File: src/rtl/uart_rx_fifo_if.sv
// CPU-side read and status bus of the UART receiver.
// The receiver uses the slave modport. The register/CPU side uses the master modport.
interface uart_rx_fifo_if #(
   parameter int FIFO_DEPTH = 8
);
   localparam int CW = $clog2(FIFO_DEPTH) + 1;

   // Handshake: rd_valid high means rd_data/rd_err show the FIFO head. Any cycle with
   // rd_en && rd_valid pops that head. rd_en while empty is ignored. lsr_rd is a
   // one-cycle strobe that clears the sticky status bits.
   logic          rd_en;
   logic [7:0]    rd_data;
   logic [2:0]    rd_err;
   logic          rd_valid;
   logic [CW-1:0] fifo_count;
   logic          lsr_rd;
   logic [7:0]    lsr;
   logic          irq;

   modport master (
      output rd_en, lsr_rd,
      input  rd_data, rd_err, rd_valid, fifo_count, lsr, irq
   );

   modport slave (
      input  rd_en, lsr_rd,
      output rd_data, rd_err, rd_valid, fifo_count, lsr, irq
   );
endinterface

File: src/rtl/uart_rx_fifo.sv
// Oversampled UART receiver with majority-vote sampling, show-ahead RX FIFO,
// break detection, overrun detection, 16550-style sticky line status and a level interrupt.
module uart_rx_fifo #(
   parameter int OSR         = 16,
   parameter int FIFO_DEPTH  = 8,
   parameter int SYNC_STAGES = 2
) (
   input  logic                   clk,
   input  logic                   reset,
   input  logic                   bclk,
   input  logic                   rx,
   input  logic [7:0]             lcr,
   input  logic [7:0]             ier,
   uart_rx_fifo_if.slave          bus,
   output logic [2:0]             dbg_state,
   output logic [$clog2(OSR)-1:0] dbg_tick
);
   localparam int TW = $clog2(OSR);
   localparam int AW = $clog2(FIFO_DEPTH);
   localparam int CW = AW + 1;

   localparam logic [TW-1:0] T_S0  = TW'(OSR / 2 - 1);
   localparam logic [TW-1:0] T_S1  = TW'(OSR / 2);
   localparam logic [TW-1:0] T_S2  = TW'(OSR / 2 + 1);
   localparam logic [TW-1:0] T_END = TW'(OSR - 1);

   typedef enum logic [2:0] {
      IDLE       = 3'd0,
      START      = 3'd1,
      DATA       = 3'd2,
      PARITY     = 3'd3,
      STOP       = 3'd4,
      BREAK_WAIT = 3'd5
   } state_t;

   // ---------------------------------------------------------------- synchroniser
   logic [SYNC_STAGES-1:0] sync_q;
   logic                   rx_s;

   always_ff @(posedge clk) begin
      if (reset) sync_q <= '1;
      else       sync_q <= {sync_q[SYNC_STAGES-2:0], rx};
   end

   assign rx_s = sync_q[SYNC_STAGES-1];

   // ---------------------------------------------------------------- receive FSM
   state_t        state_q, state_d;
   logic [TW-1:0] tick_q, tick_d;
   logic [2:0]    bit_q, bit_d;
   logic [7:0]    shift_q, shift_d;
   logic [1:0]    samp_q, samp_d;
   logic [5:0]    lcr_q, lcr_d;
   logic          par_err_q, par_err_d;
   logic          any_one_q, any_one_d;

   logic          maj;
   logic          decide;
   logic          wrap;
   logic [2:0]    last_bit;
   logic          par_exp;
   logic          push;
   logic [7:0]    push_data;
   logic [2:0]    push_err;

   assign maj      = (samp_q[0] & samp_q[1]) | (samp_q[0] & rx_s) | (samp_q[1] & rx_s);
   assign decide   = (tick_q == T_S2);
   assign wrap     = (tick_q == T_END);
   assign last_bit = 3'd4 + {1'b0, lcr_q[1:0]};
   // Upper data bits are cleared at frame start, so the full-byte XOR is the XOR of the received bits.
   assign par_exp  = lcr_q[5] ? ~lcr_q[4] : (lcr_q[4] ? ^shift_q : ~(^shift_q));

   always_ff @(posedge clk) begin
      if (reset) begin
         state_q   <= IDLE;
         tick_q    <= '0;
         bit_q     <= '0;
         shift_q   <= '0;
         samp_q    <= '0;
         lcr_q     <= '0;
         par_err_q <= 1'b0;
         any_one_q <= 1'b0;
      end else begin
         state_q   <= state_d;
         tick_q    <= tick_d;
         bit_q     <= bit_d;
         shift_q   <= shift_d;
         samp_q    <= samp_d;
         lcr_q     <= lcr_d;
         par_err_q <= par_err_d;
         any_one_q <= any_one_d;
      end
   end

   always_comb begin
      state_d   = state_q;
      tick_d    = tick_q;
      bit_d     = bit_q;
      shift_d   = shift_q;
      samp_d    = samp_q;
      lcr_d     = lcr_q;
      par_err_d = par_err_q;
      any_one_d = any_one_q;
      push      = 1'b0;
      push_data = shift_q;
      push_err  = {1'b0, ~maj, par_err_q};

      if (bclk) begin
         tick_d = wrap ? '0 : tick_q + 1'b1;
         if (tick_q == T_S0) samp_d[0] = rx_s;
         if (tick_q == T_S1) samp_d[1] = rx_s;

         case (state_q)
            IDLE: begin
               tick_d = '0;
               if (!rx_s) begin
                  state_d   = START;
                  lcr_d     = lcr[5:0];
                  shift_d   = '0;
                  bit_d     = '0;
                  par_err_d = 1'b0;
                  any_one_d = 1'b0;
               end
            end

            START: begin
               if (decide && maj) state_d = IDLE;
               else if (wrap)     state_d = DATA;
            end

            DATA: begin
               if (decide) begin
                  shift_d[bit_q] = maj;
                  any_one_d      = any_one_q | maj;
               end
               if (wrap) begin
                  if (bit_q == last_bit) state_d = lcr_q[3] ? PARITY : STOP;
                  else                   bit_d   = bit_q + 3'd1;
               end
            end

            PARITY: begin
               if (decide) begin
                  par_err_d = (maj != par_exp);
                  any_one_d = any_one_q | maj;
               end
               if (wrap) state_d = STOP;
            end

            // Only the first stop bit is checked. The character is pushed at its decision point.
            STOP: begin
               if (decide) begin
                  push = 1'b1;
                  if (!maj && !any_one_q) begin
                     push_data = '0;
                     push_err  = 3'b110;
                     state_d   = BREAK_WAIT;
                  end else begin
                     state_d = IDLE;
                  end
               end
            end

            BREAK_WAIT: begin
               tick_d = '0;
               if (rx_s) state_d = IDLE;
            end

            default: state_d = IDLE;
         endcase
      end
   end

   assign dbg_state = state_q;
   assign dbg_tick  = tick_q;

   // ---------------------------------------------------------------- RX FIFO
   logic [10:0]   mem_q [FIFO_DEPTH];
   logic [AW-1:0] wr_ptr_q, rd_ptr_q;
   logic [CW-1:0] count_q;
   logic [CW-1:0] flag_cnt_q;
   logic [10:0]   head;
   logic          empty, full;
   logic          pop, wr, ovr;
   logic          head_flagged;

   assign empty        = (count_q == '0);
   assign full         = (count_q == CW'(FIFO_DEPTH));
   assign pop          = bus.rd_en && !empty;
   // A pop in the same cycle frees the slot, so a push into a full FIFO is accepted.
   assign wr           = push && (!full || pop);
   assign ovr          = push && full && !pop;
   assign head         = mem_q[rd_ptr_q];
   assign head_flagged = |head[10:8];

   always_ff @(posedge clk) begin
      if (wr) mem_q[wr_ptr_q] <= {push_err, push_data};
   end

   always_ff @(posedge clk) begin
      if (reset) begin
         wr_ptr_q   <= '0;
         rd_ptr_q   <= '0;
         count_q    <= '0;
         flag_cnt_q <= '0;
      end else begin
         if (wr)  wr_ptr_q <= wr_ptr_q + 1'b1;
         if (pop) rd_ptr_q <= rd_ptr_q + 1'b1;
         count_q    <= count_q + CW'(wr) - CW'(pop);
         flag_cnt_q <= flag_cnt_q + CW'(wr && (|push_err)) - CW'(pop && head_flagged);
      end
   end

   // ---------------------------------------------------------------- line status
   logic oe_q, pe_q, fe_q, bi_q;

   always_ff @(posedge clk) begin
      if (reset) begin
         oe_q <= 1'b0;
         pe_q <= 1'b0;
         fe_q <= 1'b0;
         bi_q <= 1'b0;
      end else begin
         oe_q <= ovr                | (oe_q & ~bus.lsr_rd);
         pe_q <= (wr & push_err[0]) | (pe_q & ~bus.lsr_rd);
         fe_q <= (wr & push_err[1]) | (fe_q & ~bus.lsr_rd);
         bi_q <= (wr & push_err[2]) | (bi_q & ~bus.lsr_rd);
      end
   end

   assign bus.rd_valid   = !empty;
   assign bus.rd_data    = empty ? 8'h00 : head[7:0];
   assign bus.rd_err     = empty ? 3'b000 : head[10:8];
   assign bus.fifo_count = count_q;
   assign bus.lsr        = {(flag_cnt_q != '0), 2'b00, bi_q, fe_q, pe_q, oe_q, !empty};
   assign bus.irq        = (ier[0] & !empty) | (ier[2] & (oe_q | pe_q | fe_q | bi_q));

   logic unused_inputs;
   assign unused_inputs = ^{lcr[7:6], ier[7:3], ier[1]};
endmodule

File: src/flat_wrapper.sv
// flat-port wrapper written by rule: the top's interface ports become plain ports
module uart_rx_fifo_flat 
#(
   parameter int OSR         = 16,
   parameter int FIFO_DEPTH  = 8,
   parameter int SYNC_STAGES = 2
)
  (clk, reset, bclk, rx, lcr, ier, dbg_state, dbg_tick, bus_rd_en, bus_lsr_rd, bus_rd_data, bus_rd_err, bus_rd_valid, bus_fifo_count, bus_lsr, bus_irq);
  uart_rx_fifo_if #(.FIFO_DEPTH(FIFO_DEPTH)) bus_i ();
  input  logic clk;
  input  logic reset;
  input  logic bclk;
  input  logic rx;
  input  logic [7:0] lcr;
  input  logic [7:0] ier;
  output logic [2:0] dbg_state;
  output logic [$clog2(OSR)-1:0] dbg_tick;
  input wire logic [$bits(bus_i.rd_en)-1:0] bus_rd_en;
  input wire logic [$bits(bus_i.lsr_rd)-1:0] bus_lsr_rd;
  output wire logic [$bits(bus_i.rd_data)-1:0] bus_rd_data;
  output wire logic [$bits(bus_i.rd_err)-1:0] bus_rd_err;
  output wire logic [$bits(bus_i.rd_valid)-1:0] bus_rd_valid;
  output wire logic [$bits(bus_i.fifo_count)-1:0] bus_fifo_count;
  output wire logic [$bits(bus_i.lsr)-1:0] bus_lsr;
  output wire logic [$bits(bus_i.irq)-1:0] bus_irq;
  assign bus_i.rd_en = bus_rd_en;
  assign bus_i.lsr_rd = bus_lsr_rd;
  assign bus_rd_data = bus_i.rd_data;
  assign bus_rd_err = bus_i.rd_err;
  assign bus_rd_valid = bus_i.rd_valid;
  assign bus_fifo_count = bus_i.fifo_count;
  assign bus_lsr = bus_i.lsr;
  assign bus_irq = bus_i.irq;
  uart_rx_fifo #(.OSR(OSR), .FIFO_DEPTH(FIFO_DEPTH), .SYNC_STAGES(SYNC_STAGES)) u_core (.clk(clk), .reset(reset), .bclk(bclk), .rx(rx), .lcr(lcr), .ier(ier), .bus(bus_i), .dbg_state(dbg_state), .dbg_tick(dbg_tick));
endmodule
File: config.mk
export PLATFORM = sky130hd
export DESIGN_NAME = uart_rx_fifo_flat
export DESIGN_NICKNAME = d
export VERILOG_FILES = /design/src/rtl/uart_rx_fifo_if.sv /design/src/rtl/uart_rx_fifo.sv /design/src/flat_wrapper.sv
export SDC_FILE = /design/constraint.sdc
export NUM_CORES = 1
export LEC_CHECK = 0
export BUFFER_PORTS_ARGS = -buffer_cell sky130_fd_sc_hd__buf_4
export CAP_MARGIN = 20
export CORE_MARGIN = 2
export CORE_UTILIZATION = 54
export CTS_BUF_LIST = sky130_fd_sc_hd__clkbuf_8 sky130_fd_sc_hd__clkbuf_16
export CTS_CLUSTER_SIZE = 10
export DETAILED_ROUTE_END_ITERATION = 8
export PLACE_DENSITY = 0.74
export SYNTH_ARGS = -nofsm -noshare
export SYNTH_HDL_FRONTEND = slang
export SYNTH_SLANG_ARGS = --single-unit
export TNS_END_PERCENT = 10
File: constraint.sdc
create_clock -name clk -period 2.4 [get_ports clk]
set_input_delay 0 -clock clk [delete_from_list [all_inputs] [get_ports clk]]
set_output_delay 0 -clock clk [all_outputs]
set_load 0.03 [all_outputs]
==> out/metrics.csv <==
metric,value,unit
Ant. Diodes,0,
Pleak,0.00273,uW
Synth cell types,57,
worst reg2reg path endpoint,u_core.flag_cnt_q[1],
Critical Path Fanout Max,7,
YS warnings,0,
"commonest non-fill, non-tap cell in the layout",edfxtp_1,
TritonCTS clock tree,yes,
initial core utilization,0.547,
Tmin final,2.49,ns
critical path capture point type,register,
fill cell count,806,
Sw Pwr,2450,uW
worst r2r path cells,10,
FMAX,401,MHz
Hold Crit Endpoint,u_core.lcr_q[3],
Die Width,111,um
Cell Pwr Density,1050,nW/um^2
Die Y,111,um
H-tree levels,4,
failing checks,setup timing,
share of the synthesized area in the top cell type,0.428,
"Worst Setup Slack, final",-0.0912,ns
Worst Skew,0.0113,ns
Routability Congestion,0.819,
r2r setup slk,-0.09,ns
unrepaired setup endpoints after global routing,true,
Max Slew Vio Count,0,
Vias,3955,
share of cells above drive strength 1,0.268,
Post-Synthesis Cell Area,6170,um^2
fin nets,598,
overall routing resource usage,0.207,
total CTS buffers,17,
Pre-antenna DRT Iters,5,
cell-internal power,5490,uW
first-pass GRT wire length,19900,um
Comb pwr share,0.326,
Flop pwr share,0.339,
Synth Instances,484,
Required @ worst endpoint,2.68,ns
number of flops mapped to enable cells by yosys,88,
Worst-Margin Slew,0.597,ns
Via density,5.55,
Hold Crit Depth,2,
max cap viols,0,
"CTS clk-pin slew, worst paths",0.06,ns
setup violators final,3,
Post-Place Cells,669,
#FFs+latches synth,138,
clk root buf,clkbuf_16,
Die ar.,12300,um^2
Sink Count,138,
Critical Setup Path Class,reg -> reg,
"Avg Cell Area, Syn",12.7,um^2
sequential share of the synthesized area,0.591,
status,"complete, but fails checks",
final total power,7950,uW
Synth async-reset ratio,0,
clock power share,0.336,
initial DRC count,254,
multi-input logic area,2330,um^2
largest net degree at the start of global routing,54,
Final Hold Viols,0,
most frequent cells in the layout,"88 x edfxtp_1, 68 x buf_4, 49 x dfxtp_1, 45 x nor2_1, 28 x a21oi_1",
DRC violation count after routing,0,
drt total wl,12100,um
Overflow after GRT,0,
Worst slew margin,0.601,
Final ANT Viol Nets,0,
Final period util,1.04,
top_reg_cell synth,edfxtp_1,
hpwl dp,7690,um
Sw Ratio,0.309,
drt wl/cell,17.0,um
fin cells,713,
ranking of synthesized cells by area,"edfxtp_1 43%, dfxtp_1 16%, mux4_2 8.0%",
register area,3640,um^2
Ports,54,
Hold Startpoint,reset,
Port Buf Inserts,42,
Skew-Pair Late Insertion Delay,0.41,ns
CP arrival,2.77,ns
Cell Rows,39,
initial antenna violation count,0,
Peak VDD IR,0.824,mV
final hold slack,0.0447,ns
core area,11300,um^2
vias in the first global route,3940,
synthesis-to-finish area growth,22.2,%
cell taking the most area after synthesis,edfxtp_1,
HP Class,in -> reg,
Startpoint Class,register,
CTS max path bufs,2,
[power groups by stage]
stage	Combinational [uW]	Sequential [uW]	Clock, uW
final	2590	2690	2670
after global placement	2400	2730	0
after detailed placement	2470	2740	0
after global routing	2830	2700	2800
after floorplan	1620	2830	0
after CTS	2540	2690	2700
[synthesized netlist by cell type, drive strengths merged (3+ instances only)]
master  instances
edfxtp         88
dfxtp          50
nor2           46
a21oi          30
inv            27
nand2          23
mux4           22
mux2i          18
ha             17
buf            15
clkbuf         15
nand3          14
nor2b          14
o21ai          12
xnor2          11
nor3           10
xor2            9
nand2b          7
a21o            5
a31oi           4
or3b            4
and2            3
and3            3
nand4           3
nor4b           3
or2             3
[state kept, by name (all words and copies together) (netlist names), named ones only]
signal and count:
u_core.mem_q 88, u_core.samp_q 2, u_core.sync_q 2, u_core.bi_q 1, u_core.rd_ptr_q 3, u_core.par_err_q 1
u_core.oe_q 1, u_core.wr_ptr_q 3, u_core.fe_q 1, u_core.bus.fifo_count 4, u_core.bit_q 3, u_core.dbg_state 3
u_core.any_one_q 1, u_core.lcr_q 5, u_core.shift_q 8, u_core.flag_cnt_q 4, u_core.pe_q 1, u_core.dbg_tick 4
[routing by layer]
layer | wire length, um | global-route usage | up-vias
li1 | - | - | 1904
met1 | 5310 | 0.268 | 1932
met2 | 6150 | 0.347 | 108
met3 | 541 | 0.0498 | 11
met4 | 140 | 0.0633 | 0
met5 | 0 | 0 | -
[worst max path at each step]
stage,start,to,slack (ns),cells past startpoint
final,register,u_core.flag_cnt_q[1],-0.09,10
after global routing,register,u_core.flag_cnt_q[2],-0.18,11
after CTS,register,u_core.flag_cnt_q[2],-0.19,11
after detailed placement,register,u_core.flag_cnt_q[2],-0.18,11
after global placement,register,u_core.flag_cnt_q[2],-0.11,11
after floorplan,u_core.dbg_state[2],u_core.mem_q[1][0],-0.22,4
[cell type report]
type / count / share of cell area
clock buffer: 17 / 0.0564
tap: 143 / 0.0237
timing repair buffer: 83 / 0.0893
clock inverter: 15 / 0.0244
multi-input combinational: 290 / 0.309
inverter: 27 / 0.0134
sequential: 138 / 0.483
[stage by stage]
step | TNS, ns | cell area [um^2] | util | setup slack (ns)
after floorplan | -13.80 | 6180 | - | -0.222
after global placement | -0.217 | 6760 | 0.599 | -0.108
after detailed placement | -0.402 | 6760 | 0.599 | -0.177
after CTS | -0.384 | 7480 | 0.663 | -0.187
after global routing | -1.36 | 7540 | 0.669 | -0.180
final | -0.229 | 7540 | 0.669 | -0.0912
[critical path, cell delays in order (launching register included)]
cell     delay [ns]
dfxtp_2        0.33
buf_12         0.12
mux4_2         0.52
mux2i_2        0.20
a31oi_1        0.13
ha_2           0.27
inv_2          0.07
ha_4           0.13
inv_2          0.04
fa_2           0.52
nor2_1         0.04
[logic make-up (layout without fill, tap and decap cells)]
| family | count (synthesis) | after routing | share of synthesized area |
|---|---|---|---|
| other cells | 1 | 2 | 0.000608 |
| flops | 138 | 138 | 0.591 |
| buf+inv | 57 | 142 | 0.0410 |
| simple gates | 141 | 141 | 0.118 |
| compound gates | 66 | 66 | 0.0667 |
| fa+ha+maj | 20 | 20 | 0.0428 |
| xor+xnor | 20 | 20 | 0.0284 |
| mux | 41 | 41 | 0.111 |
[repair_timing]
action | CTS | global route
buffers inserted | 1 | 1
hold buffers | 9 | 0
gates resized for setup | 5 | 14
pin swaps | 3 | 8
endpoints found under the hold margin | 15 | 0
cloned | 0 | 1
setup endpoints to repair | 3 | 49
No activity file was read; power rests on OpenSTA's default activity.
